$ cat config.mk
export PLATFORM = sky130hd
export DESIGN_NAME = avg_datapath
export DESIGN_NICKNAME = d
export VERILOG_FILES = /design/src/rtl/avg_datapath.sv
export SDC_FILE = /design/constraint.sdc
export NUM_CORES = 1
export LEC_CHECK = 0
export ABC_AREA = 1
export ABC_CLOCK_PERIOD_IN_PS = 5600
export CAP_MARGIN = 40
export CORE_MARGIN = 5
export CORE_UTILIZATION = 40
export CTS_BUF_LIST = sky130_fd_sc_hd__clkbuf_8
export CTS_CLUSTER_SIZE = 12
export DETAILED_ROUTE_END_ITERATION = 6
export HOLD_SLACK_MARGIN = 0.03
export SYNTH_ARGS = -nofsm -noshare
export SYNTH_HDL_FRONTEND = slang
export SYNTH_SLANG_ARGS = --single-unit
$ cat constraint.sdc
create_clock -name clk -period 5.6 [get_ports clk]
set_input_delay 0.84 -clock clk [delete_from_list [all_inputs] [get_ports clk]]
set_output_delay 0.84 -clock clk [all_outputs]
set_load 0.005 [all_outputs]
$ cat src/rtl/avg_datapath.sv
// avg_datapath: register-file datapath executing NOP/COPY/LOAD/ADD for the four-sample averager
module avg_datapath #(
  parameter int DATA_W = 16,
  parameter int NREG   = 16
) (
  input  logic              clk,
  input  logic              reset,
  input  logic [1:0]        op,
  input  logic [3:0]        src1,
  input  logic [3:0]        src2,
  input  logic [3:0]        dest,
  input  logic [DATA_W-1:0] ext_data,
  output logic              overflow,
  output logic              ovf_sticky,
  output logic [DATA_W-1:0] avg_out,
  output logic              avg_valid,
  output logic [15:0]       avg_count
);
  localparam logic [1:0] OP_NOP = 2'b00, OP_COPY = 2'b01, OP_LOAD = 2'b10, OP_ADD = 2'b11;
  logic [DATA_W-1:0] rf_q [NREG];
  logic [DATA_W-1:0] a, b, sum, wr_data, avg_out_q, avg_out_d;
  logic [15:0]       avg_count_q, avg_count_d;
  logic              avg_valid_q, ovf_sticky_q, done, we;
  always_comb begin
    a         = rf_q[src1];
    b         = rf_q[src2];
    sum       = a + b;
    overflow  = (op == OP_ADD) && (a[DATA_W-1] == b[DATA_W-1]) && (sum[DATA_W-1] != a[DATA_W-1]);
    we        = op != OP_NOP;
    wr_data   = op == OP_LOAD ? ext_data : op == OP_COPY ? a : sum;
    // only a clean final ADD into reg 0 completes an average
    done      = (op == OP_ADD) && (dest == 4'd0) && !overflow;
    avg_out_d = done ? DATA_W'($signed(sum) >>> 2) : avg_out_q;
    avg_count_d = (done && avg_count_q != 16'hFFFF) ? avg_count_q + 16'd1 : avg_count_q;
  end
  always_ff @(posedge clk) begin
    if (reset) begin
      rf_q         <= '{default: '0};
      avg_out_q    <= '0;
      avg_count_q  <= '0;
      avg_valid_q  <= 1'b0;
      ovf_sticky_q <= 1'b0;
    end else begin
      if (we) rf_q[dest] <= wr_data;
      avg_out_q    <= avg_out_d;
      avg_count_q  <= avg_count_d;
      avg_valid_q  <= done;
      ovf_sticky_q <= ovf_sticky_q | overflow;
    end
  end
  assign avg_out    = avg_out_q;
  assign avg_valid  = avg_valid_q;
  assign avg_count  = avg_count_q;
  assign ovf_sticky = ovf_sticky_q;
endmodule
After elaboration in Yosys (flattened, before gate mapping)

Cells that the tools add are included.

Bitwise logic cells: 4
Reduce and logical (&&, ||, !) cells: 9
Add/subtract/negate cells: 2
Muxes and demuxes: 11
Eq/ne operators: 6
Magnitude comparators: 4

Operator list:

| cell                                                                         | count |
|---|---|
| 256-bit bitwise mux                                                          | 1 |
| 16-bit binary-select mux with 4-bit select                                   | 2 |
| 16-bit two-way mux                                                           | 7 |
| 16-bit demux with 4-bit select                                               | 1 |
| 16-bit by 1-bit adder with 16-bit output, second input constant              | 1 |
| 16-bit adder                                                                 | 1 |
| 16-bit != test, second input constant                                        | 1 |
| 5-bit >= comparator, second input constant                                   | 3 |
| 4-bit inverter with 5-bit output                                             | 3 |
| 1-bit logical AND                                                            | 6 |
| 5-bit by 1-bit less-than comparator with 1-bit output, second input constant | 1 |
| 2-bit == test, second input constant                                         | 2 |
| 4-bit zero test                                                              | 1 |
| 2-bit by 1-bit == test with 1-bit output, second input constant              | 1 |
| 2-bit nonzero test                                                           | 1 |
| 1-bit == test                                                                | 1 |
| 1-bit zero test                                                              | 1 |
| 1-bit != test                                                                | 1 |
| 1-bit OR                                                                     | 1 |

Input bits: 32
Output and inout port bits: 35
Register bits: 288
Logic and storage cells: 56

Logic depth before layout (Yosys ltp)

Gate-level depths: netlist of the first run.

Word-level depth: 10
Depth in mapped cells: 25
Mapped depth without buffers: 21

Worst setup path after synthesis of the first run

OpenSTA, ideal clock, no wires.

Path type: input to output
Start: input src2[0]
End: output overflow
Data arrival time: 3.171 ns
Stages on the path: 20
Setup slack: 1.589 ns
Required time: 4.760 ns
Path buffers: 3
Path through: inv_1 > buf_4 > clkbuf_1 > clkbuf_1 > a21oi_1 > o21ai_0 > nand3_1 > nand3_1 > nand2_1 > ha_1 > inv_1 > o21bai_1 > a21oi_1 > nand2_1 > nand2_1 > nand2_1 > inv_1 > nand2_2 > nand4_1 > inv_1

Word-level cells in the longest chain between the ends: 7
Elaborated cells on any way between the ends: 9

RTL lines:

| item                                                       | RTL line | RTL |
|---|---|---|
| start: declaration                                         | 10       | `input logic [3:0] src2,` |
| 4-bit inverter with 5-bit output (not written as such) (*) | 26       | `b = rf_q[src2];` |
| 16-bit binary-select mux with 4-bit select (*)             | 26       |  |
| 16-bit two-way mux (not written as such) (*) (2 in a row)  | 26       |  |
| 16-bit adder / 1-bit == test (equally long branches)       | 27, 28   |  |
| 1-bit != test / 1-bit logical AND (equally long branches)  | 28       | `overflow = (op == OP_ADD) && (a[DATA_W-1] == b[DATA_W-1]) && (sum[DATA_W-1] != a[DATA_W-1]);` |
| 1-bit logical AND (*)                                      | 28       |  |
| end: declaration                                           | 13       | `output logic overflow,` |

Every way passes the cells marked *; elsewhere a longest branch is shown, timed or not. The select of a mux whose other input is x is not followed.

Final worst setup path of the first run

Start: input src2[2]
End: output overflow

Same word-level chain as after synthesis.

==> impl_metrics.toml, run 1 <==
[finish]
n_antenna_cell = 0
drive_above_1_share_pct = 7.44
design_area_um2 = 19400
areaGrowthSynthToFinish_pct = 11.4
final_net_count = 2695
instances_no_fill = 3272
ff_latch_area_um2 = 5770
mostFrequentLayoutCells = "420 x inv_1, 370 x a21oi_1, 354 x o21ai_0, 288 x dfxtp_1, 257 x nand2_1"
final_common_cell = "inv_1"
fill_cells = 4599
multi_input_area_um2 = 8970

[worst_setup_path]
cp.arrival_ns = 4.22
critPathKind = "in -> out"
path_max_fanout = 34
crit_path_start_kind = "input port"
critPathRequiredTime_ns = 4.76
end_kind = "output pin"

[clock_tree]
cts_setup_buffers = 0
cts_buffers = 52
clockBufferDepth = 3
hold_buffers = 0
clk_latency_ns = 0.65
root_buffer = "clkbuf_8"
h-tree-depth = 2
clk_pin_slew_worst_paths_ns = 0.06
clock_sinks = 288
cts_tree = "done"
cts_resized = 0

[power_and_ir_drop]
p_total_uw = 5310
switching_share_pct = 33.8
p_seq_share_pct = 40.3
power.leakage_uw = 0.00892
pwr-share-comb_pct = 21.1
vdd_drop_max_v = 0.000199
switchingPower_uw = 1790
pwr-share-clk_pct = 38.6
power_density_nw_per_um2 = 274
power.internal_uw = 3510

[placement]
numPortBuffers = 66
gp_congestion = 0.966
hpwlAfterDp_mm = 39.1
dp_cells = 3177
dpl_cell_area_um2 = 18300

[logic_synthesis]
syn_inst = 2685
ys_warn_count = 0
synth_edf_count = 0
async_flop_share_pct = 0
yosysSeqAreaShare_pct = 33.1
synthesis.area_um2 = 17400
synth_flop_cell = "dfxtp_1"
synth_nets = 2734
ys_seq_elements = 288
synth_top_area_cell = "dfxtp_1"
synthTopCellsByArea = "dfxtp_1 33%, a21oi_1 11%, o21ai_0 10%"
postSynthAreaPerCell_um2 = 6.48
synth_top_cell_area_share_pct = 33.1
ys_types = 47

[floorplan]
io_pins = 67
die_h_um = 219
core_area_um2 = 43100
initial_core_util_pct = 40.4
die_area_um2 = 47800
die_w_um = 219
rows = 76

[outcome]
status = "finished clean"

[drt]
antenna_left = 0
routedWlPerCell_um = 19.0
vias_per_cell = 5.52
routed_wl_mm = 62.3
vias = 18100
first_iter_violations = 1952
drc = 0
dr.pass1.iters = 6

[sta]
max_clock_freq_mhz = 198
rsz0062_at_grt = "false"
slew_violations = 0
final-hold-violation-count = 0
setup_viol = 0
skew_ns = 0.0294
fin_setup_tns_ns = 0
fin_crit_sh_pct = 90.3
worstMarginPinSlew_ns = 0.980
fin_hold_ws_ns = 0.473
maxSlewHeadroom_pct = 34.7
timing.final.crit_period_ns = 5.06

[global_route]
grt_antenna_before_repair = 0
overflow = 0
grt_first_pass_wirelength_mm = 96.3
grt_max_degree = 83
grt_pass1_vias = 16900
grt_use_total_pct = 25.3

[run]
maxCapViolCount = 0

[hold_path]
min_path_type = "reg -> reg"
-- path summary, 6_finish.rpt --
kind / end / depth (start not counted) / slack, ns / start
max reg2reg: rf_q[222]$_SDFFE_PP0P_ / 19 / 1.98 / rf_q[96]$_SDFFE_PP0P_
min reg2reg: ovf_sticky$_SDFF_PP0_ / 2 / 0.47 / ovf_sticky$_SDFF_PP0_
min: ovf_sticky$_SDFF_PP0_ / 2 / 0.47 / ovf_sticky$_SDFF_PP0_
max: overflow / 16 / 0.54 / src2[2]
-- layout make-up --
type / count / area share (%)
Inverter: 420 / 8.17
Tap cell: 585 / 3.78
Sequential cell: 288 / 29.7
Multi-Input combinational cell: 1771 / 46.3
Timing Repair Buffer: 113 / 6.59
Clock buffer: 68 / 4.83
Clock inverter: 27 / 0.639
-- kinds of logic (layout without fill, tap and decap cells) --
| logic type | Yosys count | count (layout) | share of synthesized area, % |
|---|---|---|---|
| XOR/XNOR | 24 | 24 | 1.21 |
| buffers and inverters | 626 | 628 | 15.4 |
| adder cells (fa/ha/maj) | 17 | 17 | 1.27 |
| AND/OR/NAND/NOR | 843 | 843 | 21.7 |
| flip-flops | 288 | 288 | 33.1 |
| AO/OA/AOI/OAI | 887 | 887 | 27.3 |
-- worst max-delay path, stage by stage --
cell,delay (ns)
clkdlybuf4s50_1,0.49
clkinv_1,0.11
buf_12,0.24
o21ai_0,0.13
o221ai_1,0.29
nand2_1,0.10
ha_1,0.38
nand2_1,0.12
o21ai_0,0.25
a21oi_1,0.11
nand2_1,0.15
inv_1,0.09
nand2_2,0.10
nand4_1,0.16
inv_1,0.12
clkdlybuf4s50_1,0.50
-- power groups by stage --
| stage | logic [uW] | registers (uW) | clock network (uW) |
|---|---|---|---|
| after floorplan | 773 | 2170 | 0 |
| after global placement | 1060 | 2180 | 0 |
| after detailed placement | 1100 | 2180 | 0 |
| after CTS | 1110 | 2140 | 2090 |
| after global routing | 1210 | 2140 | 2190 |
| final | 1120 | 2140 | 2050 |
-- Yosys cell counts (13+ instances only) --
| master | n |
|---|---|
| nand4_1 | 51 |
| o21bai_1 | 38 |
| clkbuf_1 | 122 |
| a21oi_1 | 370 |
| o21ai_1 | 76 |
| buf_6 | 30 |
| o21a_1 | 16 |
| ha_1 | 16 |
| o21ai_0 | 354 |
| dfxtp_1 | 288 |
| xor2_1 | 13 |
| nand2_1 | 257 |
| nor2_2 | 19 |
| nand3_1 | 254 |
| nor2_1 | 234 |
| inv_1 | 406 |
| buf_2 | 31 |
-- layer usage --
| layer | global-route usage (%) | vias up | share of wire (%) |
|---|---|---|---|
| met5 | 0 | - | 0 |
| met3 | 3.75 | 162 | 8.0 |
| met4 | 10.6 | 0 | 3.9 |
| met2 | 41.1 | 887 | 46 |
| met1 | 33.7 | 8272 | 42 |
| li1 | - | 8738 | - |
-- state kept, by name (all words and copies together), names as in the netlist --
signal      count
avg_out        14
ovf_sticky      1
rf_q          256
avg_valid       1
avg_count      16
-- stage by stage --
step	setup slack, ns	util, %
after global routing	0.284	45.0
after detailed placement	0.640	42.5
final	0.541	45.0
after floorplan	1.59	-
after CTS	0.621	45.0
after global placement	0.618	42.2
Note: power is estimated with default switching activity, not from simulation.
==> run 2: changes to the inputs <==
--- a/config.mk
+++ b/config.mk
@@ -13,7 +13,7 @@
 export CTS_BUF_LIST = sky130_fd_sc_hd__clkbuf_8
 export CTS_CLUSTER_SIZE = 12
 export DETAILED_ROUTE_END_ITERATION = 6
-export HOLD_SLACK_MARGIN = 0.03
+export HOLD_SLACK_MARGIN = 0.02
 export SYNTH_ARGS = -nofsm -noshare
 export SYNTH_HDL_FRONTEND = slang
 export SYNTH_SLANG_ARGS = --single-unit
==> results of run 2 <==
Same layout as run 1: the final DEF is identical, and so are final timing and power.
